[config.mk]
export PLATFORM = sky130hd
export DESIGN_NAME = jtriders_objsort
export DESIGN_NICKNAME = d
export VERILOG_FILES = /design/src/rtl/jtriders_objsort.sv
export SDC_FILE = /design/constraint.sdc
export NUM_CORES = 1
export LEC_CHECK = 0
export ABC_AREA = 1
export BUFFER_PORTS_ARGS = -buffer_cell sky130_fd_sc_hd__buf_2
export CAP_MARGIN = 25
export CORE_ASPECT_RATIO = 0.6
export CORE_MARGIN = 4
export CORE_UTILIZATION = 40
export CTS_CLUSTER_SIZE = 16
export DETAILED_ROUTE_END_ITERATION = 10
export PLACE_DENSITY = 0.62
export SETUP_SLACK_MARGIN = 0.02
export SYNTH_ARGS = -nofsm -noshare
export SYNTH_HDL_FRONTEND = slang
export SYNTH_SLANG_ARGS = --single-unit
[constraint.sdc]
create_clock -name clk -period 2.3 [get_ports clk]
set_input_delay 0.345 -clock clk [delete_from_list [all_inputs] [get_ports clk]]
set_output_delay 0.345 -clock clk [all_outputs]
set_load 0.05 [all_outputs]
[src/rtl/jtriders_objsort.sv]
// Object priority sorter: scans an object table over the bus once per priority
// level and writes the matching object indices to a destination list, 0xFFFF-terminated.
module jtriders_objsort #(
  parameter int OBJW = 7,
  parameter int LVLW = 3,
  parameter int STRW = 3
) (
  input  logic        clk,
  input  logic        rstn,
  input  logic        cen,
  input  logic        cs,
  input  logic        we,
  input  logic [2:0]  addr,
  input  logic [1:0]  dsn,
  input  logic [15:0] din,
  output logic [15:0] dout,
  output logic        irqn,
  output logic        BRn,
  input  logic        BGn,
  output logic        BGACKn,
  output logic [22:0] dma_addr,
  input  logic [15:0] dma_din,
  output logic [15:0] dma_dout,
  output logic        dma_we,
  output logic [1:0]  dma_dsn,
  input  logic        bus_busy
);
  localparam int CW = OBJW + 1;

  typedef enum logic [2:0] {IDLE, REQ, RD, CHK, WR, NXT, TERM, DONE} state_t;
  state_t state, state_nx;

  // CPU-visible registers; a run works from the run_* copies taken at start
  logic [15:0]     src_r, dst_r, fld_r;
  logic [15:0]     run_src, run_dst;
  logic [STRW-1:0] run_off;
  logic            run_hi, run_onehot, run_descend, run_irqen;

  logic [OBJW-1:0] idx;
  logic [LVLW-1:0] level;
  logic [CW-1:0]   count;
  logic [7:0]      sel_byte;
  logic            done_r;

  logic        wr, rd, step, start, busy, full, last_idx, last_lvl, hit;
  logic [22:0] rd_addr, wr_addr;
  logic [15:0] rd_data, lvl16;

  function automatic logic [15:0] bmerge(input logic [15:0] old, input logic [15:0] nv,
                                         input logic [1:0] ds);
    return {ds[1] ? old[15:8] : nv[15:8], ds[0] ? old[7:0] : nv[7:0]};
  endfunction

  assign wr       = cs & we;
  assign rd       = cs & ~we;
  assign step     = cen & ~bus_busy;
  assign start    = wr && (addr == 3'd0) && !dsn[0] && din[0] && (state == IDLE);
  assign busy     = (state != IDLE) && (state != DONE);
  assign full     = count[OBJW];
  assign last_idx = &idx;
  assign last_lvl = run_descend ? (level == '0) : (&level);

  // onehot compare only exists for levels that fit in a byte
  assign lvl16 = 16'(level);
  assign hit   = run_onehot ? ((lvl16 < 16'd8) && (sel_byte == (8'd1 << level)))
                            : (16'(sel_byte) == lvl16);

  assign rd_addr = (23'(run_src) << STRW) + (23'(idx) << STRW) + 23'(run_off);
  assign wr_addr = 23'(run_dst) + 23'(count);

  always_comb begin
    rd_data = 16'hFFFF;
    case (addr)
      3'd0: begin
        rd_data         = '0;
        rd_data[15]     = busy;
        rd_data[14]     = done_r;
        rd_data[OBJW:0] = count;
      end
      3'd1:    rd_data = src_r;
      3'd2:    rd_data = dst_r;
      3'd3:    rd_data = fld_r;
      default: rd_data = 16'hFFFF;
    endcase
  end

  always_ff @(posedge clk) begin
    if (!rstn) state <= IDLE;
    else       state <= state_nx;
  end

  // Bus outputs depend only on registered state, so a stalled access holds them
  always_comb begin
    state_nx = state;
    dma_addr = '0;
    dma_dout = '0;
    dma_we   = 1'b0;
    dma_dsn  = 2'b11;
    case (state)
      IDLE: if (start) state_nx = REQ;
      REQ:  if (!BGn && !BRn) state_nx = RD;
      RD: begin
        dma_addr = rd_addr;
        dma_dsn  = 2'b00;
        if (step) state_nx = CHK;
      end
      CHK: state_nx = (hit && !full) ? WR : NXT;
      WR: begin
        dma_addr = wr_addr;
        dma_dout = 16'(idx);
        dma_we   = 1'b1;
        dma_dsn  = 2'b00;
        if (step) state_nx = NXT;
      end
      NXT: state_nx = (last_idx && last_lvl) ? TERM : RD;
      TERM: begin
        if (full) begin
          state_nx = DONE;
        end else begin
          dma_addr = wr_addr;
          dma_dout = 16'hFFFF;
          dma_we   = 1'b1;
          dma_dsn  = 2'b00;
          if (step) state_nx = DONE;
        end
      end
      DONE:    state_nx = IDLE;
      default: state_nx = IDLE;
    endcase
  end

  always_ff @(posedge clk) begin
    if (!rstn) begin
      src_r       <= '0;
      dst_r       <= '0;
      fld_r       <= '0;
      run_src     <= '0;
      run_dst     <= '0;
      run_off     <= '0;
      run_hi      <= 1'b0;
      run_onehot  <= 1'b0;
      run_descend <= 1'b0;
      run_irqen   <= 1'b0;
      idx         <= '0;
      level       <= '0;
      count       <= '0;
      sel_byte    <= '0;
      done_r      <= 1'b0;
      irqn        <= 1'b1;
      BRn         <= 1'b1;
      BGACKn      <= 1'b1;
      dout        <= '0;
    end else begin
      if (wr) begin
        case (addr)
          3'd1:    src_r <= bmerge(src_r, din, dsn);
          3'd2:    dst_r <= bmerge(dst_r, din, dsn);
          3'd3:    fld_r <= bmerge(fld_r, din, dsn);
          default: ;
        endcase
      end
      if (rd) dout <= rd_data;
      if ((wr || rd) && addr == 3'd0) irqn <= 1'b1;

      case (state)
        IDLE: if (start) begin
          BRn         <= 1'b0;
          count       <= '0;
          idx         <= '0;
          level       <= din[2] ? '1 : '0;
          done_r      <= 1'b0;
          run_src     <= src_r;
          run_dst     <= dst_r;
          run_off     <= fld_r[STRW-1:0];
          run_hi      <= fld_r[8];
          run_onehot  <= din[1];
          run_descend <= din[2];
          run_irqen   <= din[3];
        end
        REQ: if (!BGn && !BRn) begin
          BRn    <= 1'b1;
          BGACKn <= 1'b0;
        end
        RD: if (step) sel_byte <= run_hi ? dma_din[15:8] : dma_din[7:0];
        WR: if (step && !full) count <= count + CW'(1);
        NXT: begin
          idx <= idx + OBJW'(1);
          if (last_idx && !last_lvl)
            level <= run_descend ? level - LVLW'(1) : level + LVLW'(1);
        end
        TERM: if (full || step) begin
          BGACKn <= 1'b1;
          done_r <= 1'b1;
          if (run_irqen) irqn <= 1'b0;
        end
        default: ;
      endcase
    end
  end

endmodule

# Word level (Yosys, flattened, before mapping)
# Index checks and enable logic that the tools add are counted.
[word_totals] output_inout_bits=61 register_bits=136 in_bits=44 word_cells=148
[op_classes] mux=42 addsub=7 reduce_logical=46 shifts=1 bitwise=7 n_lt_le_gt_ge=1 eq_ne=21
[op_table] operator="$pmux W16 S4" n=1
[op_table] operator="$pmux W21 S3" n=1
[op_table] operator="$reduce_and A3 Y1" n=12
[op_table] operator="$mux W3" n=11
[op_table] operator="$pmux W16 S2" n=1
[op_table] operator="$mux W8" n=3
[op_table] operator="$pmux W3 S8" n=1
[op_table] operator="$add A20 B3 Y21" n=1
[op_table] operator="$add A19 B10 Y20" n=1
[op_table] operator="$add A16 B8 Y17" n=1
[op_table] operator="$mux W17" n=1
[op_table] operator="$mux W16" n=1
[op_table] operator="$pmux W8 S2" n=1
[op_table] operator="$ne A2 B2 Y1 const B" n=7
[op_table] operator="$pmux W7 S2" n=1
[op_table] operator="$eq A3 B2 Y1 const B" n=4
[op_table] operator="$eq A3 B3 Y1 const B" n=4
[op_table] operator="$logic_and A1 B1 Y1" n=12
[op_table] operator="$mux W1" n=12
[op_table] operator="$reduce_bool A2 Y1" n=5
[op_table] operator="$logic_not A3 Y1" n=3
[op_table] operator="$add A8 B1 Y8 const B" n=1
[op_table] operator="$eq A8 B3 Y1" n=1
[op_table] operator="$eq A8 B8 Y1" n=1
[op_table] operator="other kinds (21)" n=38

# Longest topological paths before layout
[depth] ltp_word=8 mapped_depth=13 ltp_nobuf=13

# Worst setup path after synthesis
# OpenSTA, ideal clock, no wires.
[synth_timing] path_type="register to output" startpoint="register idx[0]" endpoint="output port dma_addr[13]" stages_incl_launch_ff=14 slack_ns=-0.742 t_arrival_ns=2.697 n_path_buf=0 path_cell_list="dfxtp_1 ha_1 fa_1 nand2_1 inv_1 o21ai_1 nand2_1 nand2_1 nand2_1 inv_1 nor2_1 nand2_1 nand2_1 o21ai_0"
[synth_via] elab_chain_cells=3
[synth_lines] item="start: declaration" line="39" rtl="logic [OBJW-1:0] idx;"
[synth_lines] item="start signal: assignment" line="187" rtl="idx <= idx + OBJW'(1);"
[synth_lines] item="$add A19 B10 Y20" line="68" rtl="assign rd_addr = (23'(run_src) << STRW) + (23'(idx) << STRW) + 23'(run_off);"
[synth_lines] item="$add A20 B3 Y21" line="68"
[synth_lines] item="$pmux W21 S3" line="99" rtl="case (state)"
[synth_lines] item="end: declaration" line="21" rtl="output logic [22:0] dma_addr,"
# No other way between the ends.

# Worst setup path after layout
[layout_timing] startpoint="register count[0]" endpoint="output port dma_addr[14]"
[layout_via] elab_chain_cells=3
[layout_lines] item="start: declaration" line="41" rtl="logic [CW-1:0] count;"
[layout_lines] item="start signal: assignment" line="185" rtl="WR: if (step && !full) count <= count + CW'(1);"
[layout_lines] item="$add A16 B8 Y17 (*)" line="69" rtl="assign wr_addr = 23'(run_dst) + 23'(count);"
[layout_lines] item="$mux W17" line="117" rtl="if (full) begin"
[layout_lines] item="$pmux W21 S3 (*)" line="99"
# Mark *: on every way between the ends. The rest lies on a longest branch, timed or not.

==> impl_metrics.env <==
export IMPL_status="finished, violations left"
export IMPL_violations="setup timing"
export IMPL_synth_top_cell_by_area="dfxtp_1"
export IMPL_syn_to_final_growth_pct=34.6
export IMPL_leakagePower_nw=4.07
export IMPL_crit_type="flip-flop to primary output"
export IMPL_peakVddDrop_mv=0.363
export IMPL_critPathMaxStageDelay_ps=390
export IMPL_ctsLongestPathBuffers=2
export IMPL_hold_viol=0
export IMPL_combPwrFrac_pct=9.4
export IMPL_maxSlewViolCount=0
export IMPL_fill_cells=1657
export IMPL_place_congestion=0.876
export IMPL_insertion_delay_ps=420
export IMPL_synth_area_leaders="dfxtp_1, o21ai_0, nand2_1, nor2_1, a21oi_1"
export IMPL_dr_wl_met2_um=10200
export IMPL_grtUsageTotal_pct=23.4
export IMPL_cts_inserted_buffers=17
export IMPL_synth_mux_area_share_pct=0
export IMPL_ys_seq_area_share_pct=37.7
export IMPL_ys_seq_elements=136
export IMPL_crit_slowest_cell="fa_2"
export IMPL_worst_slew_pin_transition_ps=609
export IMPL_reg2reg_to="count[2]"
export IMPL_clkPwrFrac_pct=45.9
export IMPL_grt_pass1_wl_um=38200
export IMPL_antenna_found_initial=0
export IMPL_synth_cells=1053
export IMPL_drive_gt1_share_pct=29.5
export IMPL_cts_tree="built"
export IMPL_yosysUniqueCellTypes=47
export IMPL_r2r_slack_ps=470
export IMPL_grt_max_degree=114
export IMPL_grt_pass1_vias=6989
export IMPL_critPathLaunch="count[0]"
export IMPL_internal_power_mw=3.95
export IMPL_timing_final_ws_setup_ps=-392
export IMPL_setup_viol=17
export IMPL_synth_compound_area_share_pct=23.0
export IMPL_cts_htree_levels=4
export IMPL_power_switching_share_pct=28.1
export IMPL_drt_total_wl_um=24100
export IMPL_dieHeight_um=112
export IMPL_hpwl_um=17800
export IMPL_worstPathArrival_ps=2350
export IMPL_hold_path_startpoint="din[8]"
export IMPL_fin_skew_ps=10.1
export IMPL_worst_setup_path_start_kind="flip-flop"
export IMPL_synth_top_family_by_area="simple AND/OR/NAND/NOR gates"
export IMPL_crit_required_ps=1960
export IMPL_gr_total_overflow=0
export IMPL_synth_top_cells_by_count="nand2_1, nor2_1, dfxtp_1"
export IMPL_min_period_ps=2690
export IMPL_core_mm2=0.0174
export IMPL_cap_violations=0
export IMPL_p_sw_mw=1.54
export IMPL_n_antenna_cell=0
export IMPL_p_per_area_mw_per_mm2=564
export IMPL_start_util_pct=41.5
export IMPL_min_period_over_period_pct=117
export IMPL_wl_per_cell_um=16.7
export IMPL_r2r_start="state[0]"
export IMPL_ys_warn_count=0
export IMPL_first_iter_violations=873
export IMPL_yosysTopAreaCellShare_pct=37.7
export IMPL_synth_xor_area_share_pct=0.727
export IMPL_synthFlopType="dfxtp_1"
export IMPL_critPathCaptureType="primary output"
export IMPL_final_nets=1262
export IMPL_ios=105
export IMPL_worstPathMaxFanout=3
export IMPL_vias_per_cell=5.34
export IMPL_dr_total_vias=7713
export IMPL_synthAdderAreaFrac_pct=3.77
export IMPL_synthSimpleGateAreaFrac_pct=24.6
export IMPL_dr_wl_met3_um=2080
export IMPL_drc=0
export IMPL_io_buffers=101
export IMPL_crit_chain="ha_4 > inv_2 > fa_2 > inv_2 > nand4_1 > o211ai_1 > buf_4 > nand2_4 > o21ai_4 > nand3_1 > nand3_1 > nand2_1 > buf_6"
export IMPL_seqPwrFrac_pct=44.8
export IMPL_post_place_ws_ps=-149
export IMPL_rsz0062_at_grt="yes"
export IMPL_max_freq_ghz=0.372
export IMPL_r2r_cells=9
export IMPL_hold_worst_slack_ps=184
export IMPL_die_area_mm2=0.0204
export IMPL_cts_root_buffer="clkbuf_16"
export IMPL_syn_area_per_cell_um2=6.86
export IMPL_synth_enable_flop_cells=0
export IMPL_hold_depth=3
export IMPL_slew_headroom_pct=59.3
export IMPL_antenna_left=0
export IMPL_synthesis_area_mm2=0.00723
export IMPL_hold_path_class="input pin to flip-flop"
export IMPL_first_pass_iters=6
export IMPL_row_count=37
export IMPL_fin_tns_setup_ps=-4250
export IMPL_whs_endpoint="src_r[8]"
export IMPL_wl_met1_um=11600
export IMPL_cts_sinks=136
export IMPL_routed_top_layer="met4"
export IMPL_dieWidth_um=182
export IMPL_synth_async_reset_ratio_pct=0
export IMPL_clk_pin_slew_worst_paths_ps=60
export IMPL_power_total_mw=5.49
export IMPL_synth_most_common_cell="nand2_1"
[cells by family after synthesis]
family	Yosys count
AOI/OAI and AO/OA	305
xor gates and xnor gates	6
adders and majority gates	20
buffers and inverters	172
DFF	136
other	1
and+or+nand+nor	413
[worst max-delay path, delay by kind of cell (launching register included)]
family | cells | cell delay (ps)
AO/OA/AOI/OAI | 2 | 230
adder cells (fa/ha/maj) | 2 | 530
buffers and inverters | 4 | 430
AND/OR/NAND/NOR | 5 | 400
flip-flops | 1 | 350
[cell type report]
| cell class | instances | area (µm²) | share of cell area, % |
|---|---|---|---|
| Timing Repair Buffer | 175 | 1290 | 13.3 |
| Inverter | 121 | 457 | 4.70 |
| Tap cell | 234 | 293 | 3.01 |
| Clock buffer | 17 | 425 | 4.37 |
| Clock inverter | 15 | 119 | 1.22 |
| Sequential cell | 136 | 2770 | 28.4 |
| Multi-Input combinational cell | 747 | 4370 | 45.0 |
[how the worst max path moves through the flow]
stage                               to  slack, ps  cells after the start
after global routing       dma_addr[8]       -530                     13
after floorplan            dma_addr[5]       -260                      5
after CTS                  dma_addr[8]       -350                     13
after detailed placement  dma_addr[11]       -150                     13
after global placement    dma_addr[11]       -120                     13
final                     dma_addr[14]       -390                     13
[registers in the layout (all words and copies together), names as in the netlist, 8 cells and up]
signal	count
run_dst	16
sel_byte	8
count	8
src_r	16
dout	16
run_src	16
dst_r	16
fld_r	16
[cells in the final DEF, fill, tap and decap left out, types with 5 or more instances in the layout]
master,count
nor2_1,137
o21ai_0,122
dfxtp_2,20
dfxtp_4,5
o21ai_1,10
inv_1,100
o21ai_2,9
nand2_1,141
buf_6,28
nor3_1,8
a21oi_1,98
nor2_2,12
inv_2,16
dfxtp_1,111
nand3_4,6
o211ai_1,5
a221oi_1,5
a21oi_2,5
nand4_1,14
o22ai_1,5
nand2_2,19
ha_4,13
a31oi_1,7
nand3_1,41
nand3_2,9
nand2_4,9
buf_4,60
clkbuf_16,17
a211oi_1,17
inv_6,5
buf_2,80
[power groups by stage]
| stage | registers (mW) | logic (mW) | clock network [mW] |
|---|---|---|---|
| 3_3_place_gp | 2.51 | 0.486 | 0 |
| 5_1_grt | 2.46 | 0.565 | 2.67 |
| 6_report | 2.46 | 0.515 | 2.52 |
| 4_1_cts | 2.46 | 0.503 | 2.55 |
| 2_1_floorplan | 2.54 | 0.299 | 0 |
| 3_5_place_dp | 2.51 | 0.492 | 0 |
[timing repair]
item | 4_1_cts | 5_1_grt
pin swaps | 28 | 21
gates resized for setup | 132 | 63
gates cloned | 0 | 0
endpoints found under the setup margin | 22 | 21
hold buffers | 0 | 0
buffers inserted | 6 | 10
[per-stage QoR]
step | std cells | util, % | cell area (µm²)
final | 1445 | 55.9 | 9720
after global routing | 1445 | 55.9 | 9720
after CTS | 1435 | 53.9 | 9390
after detailed placement | 1397 | 47.7 | 8310
after global placement | 1397 | 47.7 | 8310
after floorplan | 1055 | - | 7300
[layer usage]
metal  up-vias  GRT usage (%)
li1       3807              -
met1      3576           35.4
met2       304           34.2
met3        26           4.79
met4         0           5.50
met5         -              0
(Power assumes the default switching activity.)
